`src/rtl/fetch_stage_if.sv`:
```
// Bundles the fetch stage's imem, redirect and decode-side signals.
// The master modport is the fetch stage; slave is the surrounding pipeline/memory.
interface fetch_stage_if;
  logic [31:0] imem_addr;
  logic [3:0]  imem_rmask;
  logic [31:0] imem_rdata;
  logic        imem_resp;
  logic        redirect_valid;
  logic [31:0] redirect_pc;
  logic        out_valid;
  logic        out_ready;
  logic [31:0] out_pc;
  logic [31:0] out_pc_next;
  logic [31:0] out_inst;

  modport master (
    output imem_addr, imem_rmask, out_valid, out_pc, out_pc_next, out_inst,
    input  imem_rdata, imem_resp, redirect_valid, redirect_pc, out_ready
  );

  modport slave (
    input  imem_addr, imem_rmask, out_valid, out_pc, out_pc_next, out_inst,
    output imem_rdata, imem_resp, redirect_valid, redirect_pc, out_ready
  );
endinterface

```
`src/rtl/fetch_stage.sv`:
```
// RV32I fetch front end: sequential PC generation, single-outstanding imem reads,
// an in-order registered output queue, and redirect flush with stale-response drop.
module fetch_stage #(
  parameter logic [31:0] RESET_PC = 32'h1eceb000,
  parameter int          DEPTH    = 4
) (
  input  logic clk,
  input  logic rst,
  fetch_stage_if.master bus
);
  localparam int PW = $clog2(DEPTH);
  localparam logic [PW:0]   DEPTH_C = DEPTH[PW:0];
  localparam logic [PW:0]   CNT_ONE = 1;
  localparam logic [PW-1:0] PTR_ONE = 1;

  typedef struct packed {
    logic [31:0] pc;
    logic [31:0] inst;
  } entry_t;

  // PEND: one request in flight; STALE: in flight but superseded by a redirect.
  typedef enum logic [1:0] {S_IDLE, S_PEND, S_STALE} fst_t;

  fst_t          st_q, st_d;
  logic [31:0]   pc_q, pc_d;
  logic [31:0]   req_pc_q;
  entry_t        q_mem [DEPTH];
  logic [PW-1:0] head_q, tail_q;
  logic [PW:0]   count_q, count_d;
  logic [PW:0]   pend_ext;
  logic          pending, stale, resp_ok, issue, enq, deq;
  entry_t        head;
  logic          unused_ok;

  assign pending  = (st_q != S_IDLE);
  assign stale    = (st_q == S_STALE);
  assign pend_ext = {{PW{1'b0}}, pending};
  assign resp_ok  = bus.imem_resp && pending;

  // Reserve a slot for the in-flight word; a same-cycle pop is deliberately ignored.
  assign issue = !rst && !bus.redirect_valid && (!pending || bus.imem_resp)
                 && ((count_q + pend_ext) < DEPTH_C);

  assign enq = resp_ok && !stale && !bus.redirect_valid;
  assign deq = (count_q != '0) && bus.out_ready && !bus.redirect_valid;

  always_comb begin
    st_d = st_q;
    pc_d = pc_q;
    if (bus.redirect_valid) begin
      pc_d = {bus.redirect_pc[31:2], 2'b00};
      if (pending && !bus.imem_resp) st_d = S_STALE;
      else                           st_d = S_IDLE;
    end else if (issue) begin
      st_d = S_PEND;
      pc_d = pc_q + 32'd4;
    end else if (resp_ok) begin
      st_d = S_IDLE;
    end
  end

  always_comb begin
    count_d = count_q;
    if (bus.redirect_valid)  count_d = '0;
    else if (enq && !deq)    count_d = count_q + CNT_ONE;
    else if (deq && !enq)    count_d = count_q - CNT_ONE;
  end

  always_ff @(posedge clk) begin
    if (rst) begin
      st_q     <= S_IDLE;
      pc_q     <= RESET_PC;
      req_pc_q <= '0;
      head_q   <= '0;
      tail_q   <= '0;
      count_q  <= '0;
    end else begin
      st_q    <= st_d;
      pc_q    <= pc_d;
      count_q <= count_d;
      if (issue) req_pc_q <= pc_q;
      if (bus.redirect_valid) begin
        head_q <= '0;
        tail_q <= '0;
      end else begin
        if (enq) tail_q <= tail_q + PTR_ONE;
        if (deq) head_q <= head_q + PTR_ONE;
      end
    end
  end

  always_ff @(posedge clk) begin
    if (enq) q_mem[tail_q] <= '{pc: req_pc_q, inst: bus.imem_rdata};
  end

  assign head            = q_mem[head_q];
  assign bus.out_valid   = (count_q != '0);
  assign bus.out_pc      = bus.out_valid ? head.pc : '0;
  assign bus.out_pc_next = bus.out_valid ? head.pc + 32'd4 : '0;
  assign bus.out_inst    = bus.out_valid ? head.inst : '0;
  assign bus.imem_addr   = pc_q;
  assign bus.imem_rmask  = issue ? 4'hF : 4'h0;

  assign unused_ok = &{1'b0, bus.redirect_pc[1:0]};

  a_occupancy: assert property (@(posedge clk) disable iff (rst)
    (count_q + pend_ext) <= DEPTH_C);
  a_aligned: assert property (@(posedge clk) disable iff (rst) pc_q[1:0] == 2'b00);
endmodule

```
`src/flat_wrapper.sv`:
```
// flat-port wrapper written by rule: the top's interface ports become plain ports
module fetch_stage_flat 
#(
  parameter logic [31:0] RESET_PC = 32'h1eceb000,
  parameter int          DEPTH    = 4
)
  (clk, rst, bus_imem_addr, bus_imem_rmask, bus_out_valid, bus_out_pc, bus_out_pc_next, bus_out_inst, bus_imem_rdata, bus_imem_resp, bus_redirect_valid, bus_redirect_pc, bus_out_ready);
  fetch_stage_if bus_i ();
  input  logic clk;
  input  logic rst;
  output wire logic [$bits(bus_i.imem_addr)-1:0] bus_imem_addr;
  output wire logic [$bits(bus_i.imem_rmask)-1:0] bus_imem_rmask;
  output wire logic [$bits(bus_i.out_valid)-1:0] bus_out_valid;
  output wire logic [$bits(bus_i.out_pc)-1:0] bus_out_pc;
  output wire logic [$bits(bus_i.out_pc_next)-1:0] bus_out_pc_next;
  output wire logic [$bits(bus_i.out_inst)-1:0] bus_out_inst;
  input wire logic [$bits(bus_i.imem_rdata)-1:0] bus_imem_rdata;
  input wire logic [$bits(bus_i.imem_resp)-1:0] bus_imem_resp;
  input wire logic [$bits(bus_i.redirect_valid)-1:0] bus_redirect_valid;
  input wire logic [$bits(bus_i.redirect_pc)-1:0] bus_redirect_pc;
  input wire logic [$bits(bus_i.out_ready)-1:0] bus_out_ready;
  assign bus_imem_addr = bus_i.imem_addr;
  assign bus_imem_rmask = bus_i.imem_rmask;
  assign bus_out_valid = bus_i.out_valid;
  assign bus_out_pc = bus_i.out_pc;
  assign bus_out_pc_next = bus_i.out_pc_next;
  assign bus_out_inst = bus_i.out_inst;
  assign bus_i.imem_rdata = bus_imem_rdata;
  assign bus_i.imem_resp = bus_imem_resp;
  assign bus_i.redirect_valid = bus_redirect_valid;
  assign bus_i.redirect_pc = bus_redirect_pc;
  assign bus_i.out_ready = bus_out_ready;
  fetch_stage #(.RESET_PC(RESET_PC), .DEPTH(DEPTH)) u_core (.clk(clk), .rst(rst), .bus(bus_i));
endmodule
```
`config.mk`:
```
export PLATFORM = sky130hd
export DESIGN_NAME = fetch_stage_flat
export DESIGN_NICKNAME = d
export VERILOG_FILES = /design/src/rtl/fetch_stage_if.sv /design/src/rtl/fetch_stage.sv /design/src/flat_wrapper.sv
export SDC_FILE = /design/constraint.sdc
export NUM_CORES = 1
export LEC_CHECK = 0
export ABC_AREA = 1
export CAP_MARGIN = 30
export CORE_UTILIZATION = 30
export CTS_CLUSTER_DIAMETER = 40
export DETAILED_ROUTE_END_ITERATION = 10
export PLACE_DENSITY = 0.49
export SLEW_MARGIN = 40
export SYNTH_ARGS = -nofsm -noshare
export SYNTH_HDL_FRONTEND = slang
export SYNTH_SLANG_ARGS = --single-unit
```
`constraint.sdc`:
```
create_clock -name clk -period 6 [get_ports clk]
set_input_delay 1.2 -clock clk [delete_from_list [all_inputs] [get_ports clk]]
set_output_delay 1.2 -clock clk [all_outputs]
set_load 0.005 [all_outputs]
```
==> impl_metrics.toml <==
[power_and_ir_drop]
clockPowerShare = 0.525
sequentialPowerShare = 0.427
power.internal_mw = 4.49
power.density_mw_per_mm2 = 300
swShare = 0.220
combPwrFrac = 0.047
leakagePower_nw = 7.20
p_sw_mw = 1.27
irDropWorstVdd_uv = 178

[worst_setup_path]
crit_path_max_incr_delay_ns = 0.70
worstSetupPathType = "flop to output pin"
slowest_stage = "dfxtp_2"
worst-path-buf-inv = 3
path_common_cell = "nand2_1"
startpoint_type = "flop"
worst_setup_path_end_kind = "output pin"
crit_chain = "buf_12, o211ai_1, nand2_1, ha_1, inv_1, nor2_2, nand2_1, nor2_4, nand4_1, nand2_1, nand2_1, nor2_1, clkdlybuf4s50_1"
arrival_ns = 4.06
path_max_fanout = 59
cp_top_family = "simple AND/OR/NAND/NOR gates"
worstPathRequired_ns = 4.80

[global_routing]
grt_pass1_wl_um = 66600
grt_pass1_vias = 11500
antenna_found_initial = 0
grt_remaining_overflow = 0
grt_max_degree = 79
grt_util_all_layers = 0.172

[clocking]
post_cts_buffers = 0
cts_buffers = 50
path_clk_slew_ns = 0.05
cts_tree = "yes"
cts_root_buffer = "clkbuf_16"
insertion_delay_ns = 0.58
clock_sink_count = 319
cts_max_path_buffers = 3
htreeDepth = 2
cts_hold_buffers = 0
cts_resized = 0

[route]
topRoutingLayerUsed = "met4"
drt_pass1_iterations = 6
dr.first_iter.drc_count = 867
via_per_inst = 4.64
wl_met2_um = 19600
drt-total-wl_um = 43600
drt-met1-wl_um = 20300
drtAntennaViolNets = 0
drcViolationCount = 0
routedWlPerCell_um = 17.1
wl_met3_um = 2430
num_vias = 11800

[cells_and_area]
syn2layout_area_growth_pct = 28.9
seq_area_mm2 = 0.00887
multi_input_area_mm2 = 0.00522
mostFrequentLayoutCells = "nand2_1, nor2_1, edfxtp_1, clkdlybuf4s50_1, a21oi_1"
final_common_cell = "nand2_1"
final_layout_size_suffix_gt1_frac = 0.0721
num-fill-cells = 4826
finish.net_count = 1923
stdcell_area_mm2 = 0.0192
n_antenna_cell = 0

[yosys]
seq_area_frac_synth = 0.596
ys.flop_type = "edfxtp_1"
synth_area_per_cell_um2 = 8.93
synth_seq_cells = 319
synthCells = 1665
ys_types = 35
syn_area_mm2 = 0.0149
synth_edf_count = 248
yosysWarnings = 0
async_flop_share = 0

[timing]
setup_ws_ns = 0.743
hold_viol = 0
fmax_mhz = 190
layout_min_cycle_time_ns = 5.26
skew_ns = 0.0119
slew_headroom = 0.481
rsz0062_at_grt = "no"
finalSetupViolations = 0
slew_violations = 0
period_share = 0.876
max_slew.worst_pin.slew_ns = 0.779
setup_tns_ns = 0

[die]
io-pin-count = 202
die_area_mm2 = 0.0505
start_util = 0.304
core-area_mm2 = 0.0490
fp.dieW_um = 225
fp-row-count = 81
die-height_um = 225

[placement]
dp_slack_ns = 1.30
placed_cell_area_mm2 = 0.0174
portBuffers = 193
gp_congestion = 0.886
dpl.hpwl_um = 27900

[run_status]
outcome = "finished clean"

[worst_hold_path]
hold_class = "flop to flop"

[job]
drv_cap = 0
[cell usage after synthesis, types with 13 or more instances]
master	n	area, um^2
a21oi_1	108	541
buf_2	28	140
buf_4	15	113
clkbuf_1	30	113
dfxtp_1	71	1420
edfxtp_1	248	7450
inv_1	88	330
nand2_1	486	1820
nand3_1	90	450
nand4_1	14	87.6
nor2_1	281	1050
nor3_1	13	65.1
o21ai_0	94	470
xor2_1	17	149
[cells by family (layout without fill, tap and decap cells)]
logic type / after synthesis / in the layout / share of synthesized area
AO/OA/AOI/OAI: 224 / 224 / 0.0785
XOR/XNOR: 22 / 22 / 0.0130
adder cells (fa/ha/maj): 8 / 8 / 0.00724
buffers and inverters: 180 / 397 / 0.0561
flip-flops: 319 / 319 / 0.596
other: 1 / 6 / 0.000252
AND/OR/NAND/NOR: 911 / 911 / 0.248
[power by group through the flow]
| stage | sequential, mW | combinational (mW) | clock [mW] |
|---|---|---|---|
| detailed placement | 2.50 | 0.272 | 0 |
| global placement | 2.50 | 0.269 | 0 |
| floorplan | 2.49 | 0.127 | 0 |
| finish | 2.46 | 0.272 | 3.02 |
| CTS | 2.46 | 0.274 | 3.09 |
| global route | 2.47 | 0.300 | 3.18 |
[flip-flops by register name, summed over array words and instances (netlist names), named ones only]
name                  count
u_core.tail_q             2
u_core.head_q             2
u_core.bus.imem_addr     30
u_core.q_mem            248
u_core.req_pc_q          30
u_core.count_q            3
u_core.st_q               2
[worst register-to-register path: stages (launching register included)]
cell      delay, ns
dfxtp_1        0.35
inv_1          0.05
nand2_1        0.13
nand4_1        0.10
nand3_1        0.15
buf_4          0.40
nand2_1        0.39
inv_1          0.69
nand2_1        0.11
o211ai_1       0.13
nand2_1        0.07
inv_1          0.06
[final timing paths]
kind,startpoint,to,slack (ns),cells after the start
worst max-delay path,flop,bus_out_pc_next[20],0.74,13
worst min-delay path,u_core.head_q[1],flop,0.45,2
worst max register to register,u_core.st_q[0],u_core.bus.imem_addr[14],3.31,11
worst min register to register,u_core.head_q[1],flop,0.45,2
[through the flow]
step | hold WS [ns] | util | cells | power [mW]
after floorplan | 0.436 | - | 1670 | 2.61
after global placement | 0.446 | 0.355 | 2457 | 2.77
final | 0.454 | 0.391 | 2551 | 5.76
after global routing | 0.488 | 0.391 | 2551 | 5.95
after CTS | 0.454 | 0.391 | 2550 | 5.83
after detailed placement | 0.445 | 0.355 | 2457 | 2.78
[routing by layer]
layer	up-vias	global-route usage
li1	5888	-
met1	5507	0.236
met2	355	0.272
met3	80	0.0316
met4	0	0.0630
met5	-	0
[layout make-up]
cell class | instances | area share
well taps | 664 | 0.0434
inverters | 92 | 0.0181
flip-flops and latches | 319 | 0.463
repair buffers | 212 | 0.111
multi-input cells | 1171 | 0.273
clock buffers | 56 | 0.0670
clock inverters | 37 | 0.0253
Power figures use the tool's default switching activity.
